--- src/rtl/mac_operand_src.sv ---
`timescale 1ns/1ps
// mac_operand_src: fetches word vectors A and B over one read port and emits them
// as lockstep a/b operand streams. Optional MAC_SRC_DEEP_FIFO_EN: 4-entry FIFOs instead of 2.

module mac_src_fifo #(
  parameter int DEPTH = 2,
  parameter int OCC_W = 2
) (
  input  logic             ap_clk,
  input  logic             ap_rst_n,
  input  logic             wr,
  input  logic [31:0]      wdata,
  input  logic             pop,
  output logic [31:0]      head,
  output logic [OCC_W-1:0] occ
);
  localparam int PW = $clog2(DEPTH);

  logic [DEPTH-1:0][31:0] mem;
  logic [PW-1:0]          wp, rp;

  always_ff @(posedge ap_clk or negedge ap_rst_n) begin
    if (!ap_rst_n) begin
      mem <= '0;
      wp  <= '0;
      rp  <= '0;
      occ <= '0;
    end else begin
      if (wr) begin
        mem[wp] <= wdata;
        wp      <= wp + PW'(1);
      end
      if (pop) rp <= rp + PW'(1);
      if (wr && !pop)      occ <= occ + OCC_W'(1);
      else if (pop && !wr) occ <= occ - OCC_W'(1);
    end
  end

  // Head is a register mux, never a bypass of the write data.
  assign head = mem[rp];
endmodule

module mac_operand_src #(
  parameter int MAC_CNT_LEN = 4096,
  parameter int ADDR_W      = 32
) (
  input  logic                           ap_clk,
  input  logic                           ap_rst_n,
  input  logic                           start,
  input  logic [ADDR_W-1:0]              base_a,
  input  logic [ADDR_W-1:0]              base_b,
  input  logic [$clog2(MAC_CNT_LEN)-1:0] len,
  output logic                           busy,
  output logic                           done,
  output logic                           mem_req,
  input  logic                           mem_gnt,
  output logic [ADDR_W-1:0]              mem_addr,
  input  logic                           mem_rvalid,
  input  logic [31:0]                    mem_rdata,
  output logic                           a_TVALID,
  input  logic                           a_TREADY,
  output logic [31:0]                    a_TDATA,
  output logic                           b_TVALID,
  input  logic                           b_TREADY,
  output logic [31:0]                    b_TDATA
);
  localparam int LEN_W = $clog2(MAC_CNT_LEN);
  localparam int CNT_W = LEN_W + 1;
`ifdef MAC_SRC_DEEP_FIFO_EN
  localparam int FIFO_D = 4;
`else
  localparam int FIFO_D = 2;
`endif
  localparam int OCC_W = $clog2(FIFO_D + 1);

  typedef enum logic [1:0] {IDLE, FETCH_A, FETCH_B, DRAIN} state_t;

  state_t                   state, state_nxt;
  logic [ADDR_W-1:0]        ba_q, bb_q, off;
  logic [LEN_W-1:0]         len_q;
  logic [CNT_W-1:0]         fcnt, ocnt;
  logic                     pend, tag_b, done_q;
  logic                     grant, pop, valid, last_fetch, last_pop;
  logic [1:0]               inflight, credit, wr;
  logic [1:0][31:0]         head;
  logic [1:0][OCC_W-1:0]    occ;

  // Index 0 is the A operand, index 1 is B.
  assign inflight[0] = pend & ~tag_b;
  assign inflight[1] = pend &  tag_b;

  for (genvar i = 0; i < 2; i++) begin : g_fifo
    assign wr[i]     = mem_rvalid & inflight[i];
    assign credit[i] = ((OCC_W+1)'(occ[i]) + (OCC_W+1)'(inflight[i])) < (OCC_W+1)'(FIFO_D);

    mac_src_fifo #(.DEPTH(FIFO_D), .OCC_W(OCC_W)) u_fifo (
      .ap_clk   (ap_clk),
      .ap_rst_n (ap_rst_n),
      .wr       (wr[i]),
      .wdata    (mem_rdata),
      .pop      (pop),
      .head     (head[i]),
      .occ      (occ[i])
    );
  end

  assign valid      = (occ[0] != '0) && (occ[1] != '0);
  assign pop        = valid & a_TREADY & b_TREADY;
  assign grant      = mem_req & mem_gnt;
  assign last_fetch = (fcnt == {1'b0, len_q});
  assign last_pop   = (ocnt == {1'b0, len_q});
  assign off        = ADDR_W'({fcnt, 2'b00});

  assign a_TVALID = valid;
  assign b_TVALID = valid;
  assign a_TDATA  = head[0];
  assign b_TDATA  = head[1];
  assign busy     = (state != IDLE);
  assign done     = done_q;

  always_comb begin
    state_nxt = state;
    mem_req   = 1'b0;
    mem_addr  = '0;
    case (state)
      IDLE:    if (start) state_nxt = FETCH_A;
      FETCH_A: begin
        mem_req  = credit[0];
        mem_addr = ba_q + off;
        if (grant) state_nxt = FETCH_B;
      end
      FETCH_B: begin
        mem_req  = credit[1];
        mem_addr = bb_q + off;
        if (grant) state_nxt = last_fetch ? DRAIN : FETCH_A;
      end
      DRAIN:   if (pop && last_pop) state_nxt = IDLE;
      default: state_nxt = IDLE;
    endcase
  end

  always_ff @(posedge ap_clk or negedge ap_rst_n) begin
    if (!ap_rst_n) begin
      state  <= IDLE;
      ba_q   <= '0;
      bb_q   <= '0;
      len_q  <= '0;
      fcnt   <= '0;
      ocnt   <= '0;
      pend   <= 1'b0;
      tag_b  <= 1'b0;
      done_q <= 1'b0;
    end else begin
      state  <= state_nxt;
      done_q <= (state == DRAIN) && pop && last_pop;
      // Read data returns exactly one cycle after the grant; the tag steers it.
      pend   <= grant;
      tag_b  <= (state == FETCH_B);
      if (state == IDLE && start) begin
        ba_q  <= base_a;
        bb_q  <= base_b;
        len_q <= len;
        fcnt  <= '0;
        ocnt  <= '0;
      end else begin
        if (state == FETCH_B && grant) fcnt <= fcnt + CNT_W'(1);
        if (pop)                       ocnt <= ocnt + CNT_W'(1);
      end
    end
  end
endmodule

--- config.mk ---
export PLATFORM = sky130hd
export DESIGN_NAME = mac_operand_src
export DESIGN_NICKNAME = d
export VERILOG_FILES = /design/src/rtl/mac_operand_src.sv
export SDC_FILE = /design/constraint.sdc
export NUM_CORES = 1
export LEC_CHECK = 0
export ABC_CLOCK_PERIOD_IN_PS = 5600
export BUFFER_PORTS_ARGS = -buffer_cell sky130_fd_sc_hd__buf_2
export CORE_MARGIN = 1
export CORE_UTILIZATION = 49
export DETAILED_ROUTE_END_ITERATION = 16
export PLACE_DENSITY = 0.71
export SETUP_SLACK_MARGIN = 0.15
export SYNTH_ARGS = -nofsm -noshare
export SYNTH_HDL_FRONTEND = slang
export SYNTH_HIERARCHICAL = 1
export SYNTH_SLANG_ARGS = --single-unit
--- constraint.sdc ---
create_clock -name ap_clk -period 5.6 [get_ports ap_clk]
set_clock_uncertainty 0.15 [all_clocks]
set_input_delay 1.4 -clock ap_clk [delete_from_list [all_inputs] [get_ports ap_clk]]
set_output_delay 1.4 -clock ap_clk [all_outputs]
set_load 0.01 [all_outputs]
==> out/qor.tcl, run 1 <==
set qor(run_status) {completed}
set qor(netlist_top_cells_count) {254 x sky130_fd_sc_hd__mux2_2, 243 x sky130_fd_sc_hd__dfrtp_1, 58 x sky130_fd_sc_hd__nor2_1, 44 x sky130_fd_sc_hd__xor2_1, 27 x sky130_fd_sc_hd__xnor2_1}
set qor(ctsHtreeMaxLevel) 1
set qor(finalWirelength_um) 27760
set qor(end_kind) {output pin}
set qor(cts_buffers) 27
set qor(beginning_of_the_worst_register_to_register_path) {state[1]}
set qor(postSynthNetCount) 1092
set qor(antenna_found_initial) 3
set qor(synthesis.instances) 952
set qor(core_mm2) 0.02439
set qor(grt_setup_unrepaired) {false}
set qor(worst_r2r_endpoint) {fcnt[5]}
set qor(timing.setup.tns_ns) 0
set qor(buffer_ports.inserted) 215
set qor(worstRegToRegCells) 7
set qor(cts_sinks) 243
set qor(yosysTopAreaCellShare_pct) 49.88
set qor(r2r_setup_slk_ns) 2.85
set qor(fp.dieArea_mm2) 0.02552
set qor(worst_hold_path.endpoint) {g_fifo[1].u_fifo/rp}
set qor(report.final.slew_viol_count) 0
set qor(startpoint_type) {flip-flop}
set qor(vias_per_cell) 5.476
set qor(power_density_mw_per_mm2) 245.0
set qor(worst_hold_startpoint) {g_fifo[1].u_fifo/rp}
set qor(max_freq_ghz) 0.1909
set qor(tightest_slew_ns) 0.9939
set qor(grt_pass1_wl_um) 46030
set qor(maximum_clock_path_buffer_count) 3
set qor(detailedPlacementHpwl_um) 19190
set qor(gp_congestion) 0.8551
set qor(vias_in_the_first_global_route) 8777
set qor(cts_tree) {done}
set qor(timing.final.crit_period_ns) 5.240
set qor(finalSetupViolations) 0
set qor(postCtsHoldBufs) 0
set qor(crit_start) {state[0]}
set qor(layout.nets) 1309
set qor(whs_path_depth) 1
set qor(holdCritPathClass) {flip-flop to flip-flop}
set qor(synth-edff-count) 0
set qor(io_pins) 216
set qor(share_of_async_settable_or_async_resettable_flops_after_synthesis_pct) 100.0
set qor(critical_path_class) {flip-flop to output pin}
set qor(final.period_utilization_pct) 93.57
set qor(seq_area_frac_synth_pct) 49.88
set qor(synthesis.yosys.warnings) 6
set qor(layout.filler_cells) 2047
set qor(placement_rows) 57
set qor(floorplan.initialDensity_pct) 49.98
set qor(firstDrtPassIters) 4
set qor(synth.top_cells.by_area) {sky130_fd_sc_hd__dfrtp_1 50%, sky130_fd_sc_hd__mux2_2 23%, sky130_fd_sc_hd__xor2_1 3.2%}
set qor(worst-endpoint-required_ns) 4.05
set qor(synth_top_area_cell) {sky130_fd_sc_hd__dfrtp_1}
set qor(vdd_drop_max_v) 0.0002113
set qor(cap_viol_max_count) 0
set qor(yosys_most_used_dff) {sky130_fd_sc_hd__dfrtp_1}
set qor(flow.area_growth_from_synthesis_pct) 19.05
set qor(post-route-drc-count) 0
set qor(power.leakage_nw) 7.658
set qor(dieWidth_um) 159.7
set qor(cell_with_the_most_instances_after_synthesis) {sky130_fd_sc_hd__mux2_2}
set qor(mapped_area_mm2) 0.01219
set qor(worst_skew_pair.late_latency_ns) 0.53
set qor(timing.critical_path.arrival_ns) 3.69
set qor(die_height_um) 159.7
set qor(avgRoutedWirePerCell_um) 18.34
set qor(layout-drive-gt1-share_pct) 47.27
set qor(drt_first_iter_violations) 358
set qor(groute.usage.overall_pct) 22.33
set qor(maximum_number_of_pins_on_one_net_before_global_route_repair) 113
set qor(cts_root_buf) {sky130_fd_sc_hd__clkbuf_16}
set qor(yosys.cell_types.count) 65
set qor(grt-ovfl-total) 0
set qor(timing.critical_path.fanout_max) 12
set qor(totalPowerFinal_mw) 3.556
set qor(via_count) 8290
set qor(synth.avg_cell_area_um2) 12.81
set qor(worst_case_headroom_to_the_max_slew_limit_pct) 33.74
set qor(drtAntennaViolNets) 0
set qor(clk_pin_slew_ns) 0.06
set qor(final-hold-violation-count) 0
set qor(synth-seq-cells) 243
## worst max-delay path, stage by stage (launching register included)
cell	delay [ns]
sky130_fd_sc_hd__dfrtp_1	0.41
sky130_fd_sc_hd__inv_2	0.13
sky130_fd_sc_hd__ha_4	0.24
sky130_fd_sc_hd__mux2_1	0.35
sky130_fd_sc_hd__ha_1	0.23
sky130_fd_sc_hd__fa_1	0.43
sky130_fd_sc_hd__a211o_1	0.36
sky130_fd_sc_hd__a21oi_4	0.20
sky130_fd_sc_hd__nor3_1	0.09
sky130_fd_sc_hd__o21ai_1	0.27
sky130_fd_sc_hd__nor4_1	0.10
sky130_fd_sc_hd__nor3_1	0.18
sky130_fd_sc_hd__buf_2	0.16
## report_power, final
group / internal (mW) / switching (mW)
logic: 0.0320 / 0.0548
clock network: 1.02 / 0.689
registers: 1.76 / 0
## area by class of cell
type | count | area, um^2 | share of cell area [%]
Clock buffer | 41 | 798.3 | 5.500
Antenna cell | 1 | 2.502 | 0.01724
Sequential cell | 243 | 6081 | 41.90
Multi-Input combinational cell | 651 | 5862 | 40.39
Tap cell | 324 | 405.4 | 2.793
Inverter | 11 | 41.29 | 0.2845
Timing Repair Buffer | 235 | 1252 | 8.629
Clock inverter | 8 | 71.32 | 0.4914
## worst max-delay path by stage
stage                              end  slack (ns)  cells past startpoint
after floorplan           mem_addr[28]        0.29                     16
after global placement    mem_addr[31]        0.49                     11
after detailed placement  mem_addr[31]        0.38                     11
after CTS                 mem_addr[31]        0.11                     12
after global routing      mem_addr[31]        0.13                     12
final                     mem_addr[24]        0.36                     12
## cell families after synthesis
logic type / Yosys count / synth area share [%]
multiplexers: 295 / 27.62
AO/OA/AOI/OAI: 87 / 4.895
adder cells (fa/ha/maj): 25 / 2.627
flip-flops: 243 / 49.88
XOR/XNOR: 71 / 5.101
AND/OR/NAND/NOR: 173 / 7.204
buffers and inverters: 58 / 2.679
## state kept, by name (all words and copies together), names as in the netlist
name,count
pend,1
ba_q,32
len_q,12
g_fifo.u_fifo/occ,4
done,1
g_fifo.u_fifo/rp,2
bb_q,32
state,2
g_fifo.u_fifo/mem,128
tag_b,1
g_fifo.u_fifo/wp,2
fcnt,13
ocnt,13
## through the flow
stage          utilization [%]  hold WS (ns)  instance area [um^2]  worst slack, ns  instances
2_1_floorplan                -        0.3069                 12190           0.2872        952
3_3_place_gp             55.48        0.3055                 13530           0.4900       1457
3_5_place_dp             55.48        0.3080                 13530           0.3750       1457
4_1_cts                  59.21        0.3196                 14440           0.1054       1509
5_1_grt                  59.50        0.3522                 14510           0.1320       1513
6_report                 59.51        0.3138                 14510           0.3603       1514
## placed cells by master, fill, tap and decap left out, types with 10 or more instances in the layout
| cell | synthesis | routed |
|---|---|---|
| sky130_fd_sc_hd__buf_4 | 2 | 18 |
| sky130_fd_sc_hd__ha_1 | 24 | 23 |
| sky130_fd_sc_hd__dfrtp_1 | 243 | 243 |
| sky130_fd_sc_hd__mux2_2 | 254 | 254 |
| sky130_fd_sc_hd__nand4_1 | 12 | 12 |
| sky130_fd_sc_hd__mux2_4 | 16 | 16 |
| sky130_fd_sc_hd__mux2i_1 | 12 | 12 |
| sky130_fd_sc_hd__nor2b_1 | 12 | 10 |
| sky130_fd_sc_hd__buf_2 | 21 | 214 |
| sky130_fd_sc_hd__nor3_1 | 13 | 12 |
| sky130_fd_sc_hd__xor2_1 | 44 | 44 |
| sky130_fd_sc_hd__mux2_1 | 13 | 13 |
| sky130_fd_sc_hd__nand3_1 | 16 | 16 |
| sky130_fd_sc_hd__inv_1 | 11 | 10 |
| sky130_fd_sc_hd__nor2_1 | 58 | 58 |
| sky130_fd_sc_hd__nand2_1 | 23 | 23 |
| sky130_fd_sc_hd__xnor2_1 | 27 | 27 |
| sky130_fd_sc_hd__a21oi_1 | 26 | 23 |
| sky130_fd_sc_hd__clkbuf_16 | 0 | 27 |
## timing repair
item / CTS / global route
cloned: 0 / 0
resized for setup: 3 / 8
pin swaps: 1 / 1
setup buffers: 3 / 4
setup endpoints to repair: 18 / 13
## metal layers
metal  GRT usage (%)  wire (um)  vias up  share of wire [%]
met2           36.88      12860      236                 46
met1           29.86      12570     4141                 45
li1                -          -     3867                  -
met3           4.987       1732       44                6.2
met4           5.463        592        2                2.1
met5               0         13        -              0.047
(Power assumes the default switching activity.)
==> run 2: changes to the inputs <==
BUFFER_PORTS_ARGS = not set   (was -buffer_cell sky130_fd_sc_hd__buf_2)
DONT_BUFFER_PORTS = 1   (was not set)
PLACE_DENSITY = not set   (was 0.71)
==> run 2 against run 1 <==
Die area stayed put. Via count shrank 12%. Setup slack gained 0.021 ns. First-iteration DRC count rose by 14%. Largest cell class unchanged. Sequential cell count unchanged. Highest routed layer unchanged. Total power increased by 0.82%. Utilization decreased by 4.4 points. Sequential power about the same. Sequential share of layout area up 3.3 points. Design area shrank 7.3%. Clock power up 7%.
==> out/qor.tcl, run 2 (synthesized netlist as in run 1, its figures left out) <==
set qor(final_common_cell) {sky130_fd_sc_hd__mux2_2}
set qor(detailedPlacementHpwl_um) 17560
set qor(worst_skew_pair.late_latency_ns) 0.54
set qor(firstDrtPassIters) 4
set qor(fp.dieArea_mm2) 0.02552
set qor(post_cts.repair.setup_buffers) 0
set qor(final-hold-violation-count) 0
set qor(setup_ws_ns) 0.3810
set qor(groute.usage.overall_pct) 21.01
set qor(timing.setup.tns_ns) 0
set qor(grt-ovfl-total) 0
set qor(biggestRegsByFlops) {g_fifo.u_fifo/mem: 128 flops, ba_q: 32 flops, bb_q: 32 flops}
set qor(final.period_utilization_pct) 93.20
set qor(run_status) {completed}
set qor(postLayoutCoreUtil_pct) 55.14
set qor(die_height_um) 159.7
set qor(timing.critical_path.slowest_stage_cell) {sky130_fd_sc_hd__or3_4}
set qor(cp_num_buf_inv) 2
set qor(power_density_mw_per_mm2) 266.6
set qor(worst_case_headroom_to_the_max_slew_limit_pct) 57.29
set qor(tightest_slew_ns) 0.6406
set qor(power_frac_comb_pct) 0.1
set qor(cap_viol_max_count) 0
set qor(layout.nets) 1085
set qor(drtAntennaViolNets) 0
set qor(gp_congestion) 0.8748
set qor(antenna_found_initial) 6
set qor(most-common-layout-cells) {254 x sky130_fd_sc_hd__mux2_2, 243 x sky130_fd_sc_hd__dfrtp_1, 58 x sky130_fd_sc_hd__nor2_1}
set qor(critPathTopFamily) {simple AND/OR/NAND/NOR gates}
set qor(placement_rows) 57
set qor(avgRoutedWirePerCell_um) 20.40
set qor(cts_sinks) 243
set qor(grt_pass1_wl_um) 42710
set qor(maximum_number_of_pins_on_one_net_before_global_route_repair) 244
set qor(flow.area_growth_from_synthesis_pct) 10.31
set qor(worst-endpoint-required_ns) 4.05
set qor(grt_setup_unrepaired) {true}
set qor(max_stage_delay_on_crit_path_ns) 0.46
set qor(detailedPlace.worstSlack_ns) 0.6169
set qor(top_register) {g_fifo.u_fifo/mem}
set qor(cts_root_buf) {sky130_fd_sc_hd__clkbuf_16}
set qor(cts_buffers) 27
set qor(end_kind) {output pin}
set qor(p_clk_share_pct) 51.0
set qor(cts_tree) {done}
set qor(power.leakage_nw) 6.601
set qor(report.final.slew_viol_count) 0
set qor(max_ffs_per_register) 128
set qor(dieWidth_um) 159.7
set qor(post-route-drc-count) 0
set qor(net_switching_share_of_the_total_power_pct) 20.05
set qor(crit_path_cell_trace) {inv_2 -> ha_4 -> buf_6 -> mux2_1 -> ha_2 -> and3_1 -> nand3_1 -> or3_4 -> a21boi_4 -> nand4_1 -> a21oi_2}
set qor(postCtsHoldBufs) 0
set qor(layout-drive-gt1-share_pct) 36.14
set qor(maximum_clock_path_buffer_count) 3
set qor(max_freq_ghz) 0.1916
set qor(totalPowerFinal_mw) 3.585
set qor(internal_power_mw) 2.866
set qor(vdd_drop_max_v) 0.0002676
set qor(ctsHtreeMaxLevel) 1
set qor(timing.critical_path.arrival_ns) 3.67
set qor(floorplan.initialDensity_pct) 49.98
set qor(hold-worst-slack_ns) 0.3494
set qor(via_count) 7260
set qor(vias_in_the_first_global_route) 7533
set qor(buffer_ports.inserted) 0
set qor(holdCritPathClass) {flip-flop to flip-flop}
set qor(finalWirelength_um) 26320
set qor(core_mm2) 0.02439
set qor(startpoint_type) {flip-flop}
set qor(clk_pin_slew_ns) 0.06
set qor(seq_power_share_pct) 49.0
set qor(vias_per_cell) 5.628
set qor(switchingPower_uw) 718.8
set qor(drt_first_iter_violations) 409
set qor(timing.critical_path.fanout_max) 18
set qor(critical_path_class) {flip-flop to output pin}
set qor(finalSetupViolations) 0
set qor(io_pins) 216
set qor(timing.final.crit_period_ns) 5.219
[run 2: changes by cell type in the layout (fill, tap and decap cells not counted), sizes merged]
cell      delta
bufinv       +1
clkinv       -4
clkbuf       -1
buf        -224
diode        +2
clkinvlp     +2
[run 2: timing repair]
item / in CTS / in global routing
pin swaps: 0 / 2
cloned: 0 / 0
resized for setup: 11 / 7
setup endpoints to repair: 9 / 12
[run 2: per-layer routing]
metal | global-route usage (%) | wire, um | vias up
li1 | - | - | 3398
met1 | 28.37 | 12020 | 3634
met2 | 33.43 | 11920 | 184
met3 | 6.182 | 1843 | 38
met4 | 4.677 | 490 | 6
met5 | 0 | 41 | -
[run 2: metrics by stage]
step,std cells,instance area [um^2]
3_3_place_gp,1240,12420
2_1_floorplan,952,12190
4_1_cts,1287,13410
5_1_grt,1288,13440
3_5_place_dp,1240,12420
6_report,1290,13450
[run 2: power groups by stage]
stage	clock, mW	sequential, mW	combinational [mW]
detailed placement	0	1.79	0.00185
CTS	1.88	1.76	0.00185
global route	1.95	1.75	0.00192
global placement	0	1.79	0.00184
finish	1.83	1.76	0.00186
floorplan	0	1.79	0.00180
[run 2: final cells by class]
type	instances	area, um^2
Fill cell	2111	10940
Sequential cell	243	6081
Multi-Input combinational cell	651	5896
Clock buffer	40	824.5
Tap cell	324	405.4
Clock inverter	7	107.6
Timing Repair Buffer	11	86.33
Inverter	11	41.29
Antenna cell	3	7.507
[run 2: worst paths after layout]
| path | start | to | slack, ns | depth (start not counted) |
|---|---|---|---|---|
| max in group asynchronous | ap_rst_n | g_fifo[0].u_fifo/mem[22] | 4.49 | 0 |
| setup / recovery | state[0] | mem_addr[30] | 0.38 | 11 |
| hold reg to reg | g_fifo[1].u_fifo/mem[53] | g_fifo[1].u_fifo/mem[53] | 0.35 | 1 |
| min in group asynchronous | ap_rst_n | g_fifo[1].u_fifo/mem[7] | 0.41 | 0 |
| setup reg to reg | state[1] | state[0] | 2.81 | 8 |
| hold / removal | g_fifo[1].u_fifo/mem[53] | g_fifo[1].u_fifo/mem[53] | 0.35 | 1 |
==> run 3: changes to the inputs <==
CTS_CLUSTER_DIAMETER = 50   (was not set)
SYNTH_HIERARCHICAL = not set   (was 1)
==> run 3 against run 2 <==
Sequential share of layout area shrank 0.83 points. Worst hold slack lost 0.020 ns. Global-route usage grew 0.43 points. Wire length grew 4.2%. Register-to-register slack is essentially flat. First-iteration DRC count shrank 2.0%. Synthesized area grew 1.0%. Sequential cell count is the same. Count of clock-buffer cells in the layout grew 1. Via count grew 5.0%. Non-clock buffer count grew 7.
==> out/qor.tcl, run 3 <==
set qor(run_status) {completed}
set qor(synth-edff-count) 0
set qor(final_common_cell) {sky130_fd_sc_hd__mux2_2}
set qor(cts_root_buf) {sky130_fd_sc_hd__clkbuf_16}
set qor(synth_top_area_cell) {sky130_fd_sc_hd__dfrtp_1}
set qor(report.final.slew_viol_count) 0
set qor(clk_pin_slew_ns) 0.06
set qor(grt_setup_unrepaired) {true}
set qor(layout.nets) 1131
set qor(yosys.cell_types.count) 56
set qor(buffer_ports.inserted) 0
set qor(cp_common_cell) {sky130_fd_sc_hd__o211ai_1}
set qor(finalSetupViolations) 0
set qor(antenna_found_initial) 7
set qor(power_density_mw_per_mm2) 265.5
set qor(yosys_most_used_dff) {sky130_fd_sc_hd__dfrtp_1}
set qor(maximum_clock_path_buffer_count) 3
set qor(floorplan.initialDensity_pct) 50.36
set qor(synthesis.yosys.warnings) 0
set qor(firstDrtPassIters) 5
set qor(critical_path_class) {flip-flop to output pin}
set qor(max_ffs_per_register) 128
set qor(netlist_top_cells_count) {285 x sky130_fd_sc_hd__mux2_2, 243 x sky130_fd_sc_hd__dfrtp_1, 39 x sky130_fd_sc_hd__nor2_1, 33 x sky130_fd_sc_hd__nand2_1}
set qor(holdCritPathClass) {flip-flop to flip-flop}
set qor(totalPowerFinal_mw) 3.637
set qor(final-hold-violation-count) 0
set qor(power_frac_comb_pct) 0.1
set qor(share_of_async_settable_or_async_resettable_flops_after_synthesis_pct) 100.0
set qor(timing.critical_path.slowest_stage_cell) {sky130_fd_sc_hd__or4_1}
set qor(final.period_utilization_pct) 94.55
set qor(die_height_um) 160.6
set qor(fp.dieArea_mm2) 0.02578
set qor(drtAntennaViolNets) 0
set qor(avgRoutedWirePerCell_um) 20.49
set qor(timing.final.crit_period_ns) 5.295
set qor(cts_tree) {done}
set qor(groute.usage.overall_pct) 21.44
set qor(postSynthNetCount) 1133
set qor(timing.critical_path.arrival_ns) 3.74
set qor(postCtsHoldBufs) 0
set qor(power.leakage_nw) 6.751
set qor(net_switching_share_of_the_total_power_pct) 20.26
set qor(detailedPlacementHpwl_um) 18480
set qor(core_mm2) 0.02446
set qor(placement_rows) 57
set qor(io_pins) 216
set qor(dieWidth_um) 160.6
set qor(top_register) {g_fifo.u_fifo.mem}
set qor(vias_in_the_first_global_route) 7938
set qor(crit_path_cell_trace) {inv_1 -> ha_4 -> buf_12 -> mux2_2 -> ha_1 -> o211ai_1 -> o211ai_1 -> a21boi_0 -> or4_1 -> and3_1}
set qor(drt_first_iter_violations) 401
set qor(layout-drive-gt1-share_pct) 36.96
set qor(post-route-drc-count) 0
set qor(grt_pass1_wl_um) 44170
set qor(cts_buffers) 30
set qor(p_clk_share_pct) 51.6
set qor(mapped_area_mm2) 0.01232
set qor(tightest_slew_ns) 1.190
set qor(synth-seq-cells) 243
set qor(finalWirelength_um) 27430
set qor(cp_num_buf_inv) 2
set qor(postLayoutCoreUtil_pct) 56.01
set qor(synthesis.instances) 993
set qor(via_count) 7625
set qor(worst_case_headroom_to_the_max_slew_limit_pct) 20.65
set qor(cts_sinks) 243
set qor(worst-endpoint-required_ns) 4.05
set qor(gp_congestion) 0.8977
set qor(internal_power_mw) 2.900
set qor(switchingPower_uw) 737.0
set qor(most-common-layout-cells) {285 x sky130_fd_sc_hd__mux2_2, 243 x sky130_fd_sc_hd__dfrtp_1, 39 x sky130_fd_sc_hd__nor2_1}
set qor(synth.avg_cell_area_um2) 12.41
set qor(synth.top_cells.by_area) {sky130_fd_sc_hd__dfrtp_1 49%, sky130_fd_sc_hd__mux2_2 26%, sky130_fd_sc_hd__ha_1 2.4%}
set qor(timing.setup.tns_ns) 0
set qor(cell_with_the_most_instances_after_synthesis) {sky130_fd_sc_hd__mux2_2}
set qor(critPathTopFamily) {simple AND/OR/NAND/NOR gates}
set qor(worst_skew_pair.late_latency_ns) 0.54
set qor(seq_power_share_pct) 48.3
set qor(max_stage_delay_on_crit_path_ns) 0.58
set qor(biggestRegsByFlops) {g_fifo.u_fifo.mem: 128 flops, ba_q: 32 flops, bb_q: 32 flops}
set qor(ctsHtreeMaxLevel) 1
set qor(flow.area_growth_from_synthesis_pct) 11.21
set qor(end_kind) {output pin}
set qor(max_freq_ghz) 0.1889
set qor(grt-ovfl-total) 0
set qor(yosysTopAreaCellShare_pct) 49.36
set qor(startpoint_type) {flip-flop}
set qor(vdd_drop_max_v) 0.0002214
set qor(seq_area_frac_synth_pct) 49.36
set qor(maximum_number_of_pins_on_one_net_before_global_route_repair) 244
set qor(vias_per_cell) 5.695
set qor(cap_viol_max_count) 0
set qor(timing.critical_path.fanout_max) 6
## run 3: cell count changes after synthesis, sizes merged, moves of 8 or more
cell    change
clkbuf     +17
nor2       -19
and2        +8
xor2       -12
mux2i       +8
buf        -12
or2         +9
nand2      +10
## run 3: final cells by class
type                            count  area (um^2)
Tap cell                          324        405.4
Timing Repair Buffer               18        160.2
Inverter                           12        45.04
Clock buffer                       41        843.3
Fill cell                        2066        10760
Antenna cell                        3        7.507
Sequential cell                   243         6081
Multi-Input combinational cell    686         6030
Clock inverter                     12        128.9
## run 3: cell families after synthesis
group	count (synthesis)	share of synthesized area [%]
adders and majority gates	25	2.600
AOI/OAI and AO/OA	96	5.149
buffers and inverters	64	2.123
DFF	243	49.36
and+or+nand+nor	197	8.592
muxes	306	27.77
xor gates and xnor gates	62	4.408
## run 3: power groups by stage
stage,clock [mW],combinational (mW),sequential (mW)
finish,1.88,0.00213,1.76
global route,2.01,0.00224,1.76
CTS,1.93,0.00217,1.76
detailed placement,0,0.00217,1.79
global placement,0,0.00215,1.79
floorplan,0,0.00188,1.79
## run 3: per-layer routing
layer	wire [um]	global-route usage, %	vias to the layer above
met5	57	0	-
met4	556	5.281	8
met3	1949	6.043	44
met2	12970	35.28	205
met1	11900	27.89	3775
li1	-	-	3593
## run 3: final timing paths
check                           slack, ns           startpoint                      end  cells past startpoint
worst min-delay path                 0.33  g_fifo[1].u_fifo.wp      g_fifo[1].u_fifo.wp                      1
max in group asynchronous            4.47             ap_rst_n                 ba_q[14]                      0
worst max register to register       2.82             state[1]                 ba_q[18]                      5
worst min register to register       0.33  g_fifo[1].u_fifo.wp      g_fifo[1].u_fifo.wp                      1
worst max-delay path                 0.31             state[0]             mem_addr[29]                     10
min in group asynchronous            0.40             ap_rst_n  g_fifo[1].u_fifo.mem[5]                      0
## run 3: through the flow
step | hold slack (ns) | instance area [um^2] | instances | setup slack, ns
after CTS | 0.3333 | 13600 | 1330 | 0.1611
after detailed placement | 0.3254 | 12590 | 1274 | 0.4468
after global routing | 0.3576 | 13700 | 1337 | 0.09954
after global placement | 0.3189 | 12590 | 1274 | 0.5792
final | 0.3295 | 13700 | 1339 | 0.3051
after floorplan | 0.3043 | 12320 | 993 | 0.3104
## run 3: timing repair
item / in CTS / in global routing
endpoints found under the hold margin: 0 / 0
pin swaps: 3 / 1
endpoints found under the setup margin: 15 / 14
resized for setup: 2 / 5
setup buffers: 3 / 6
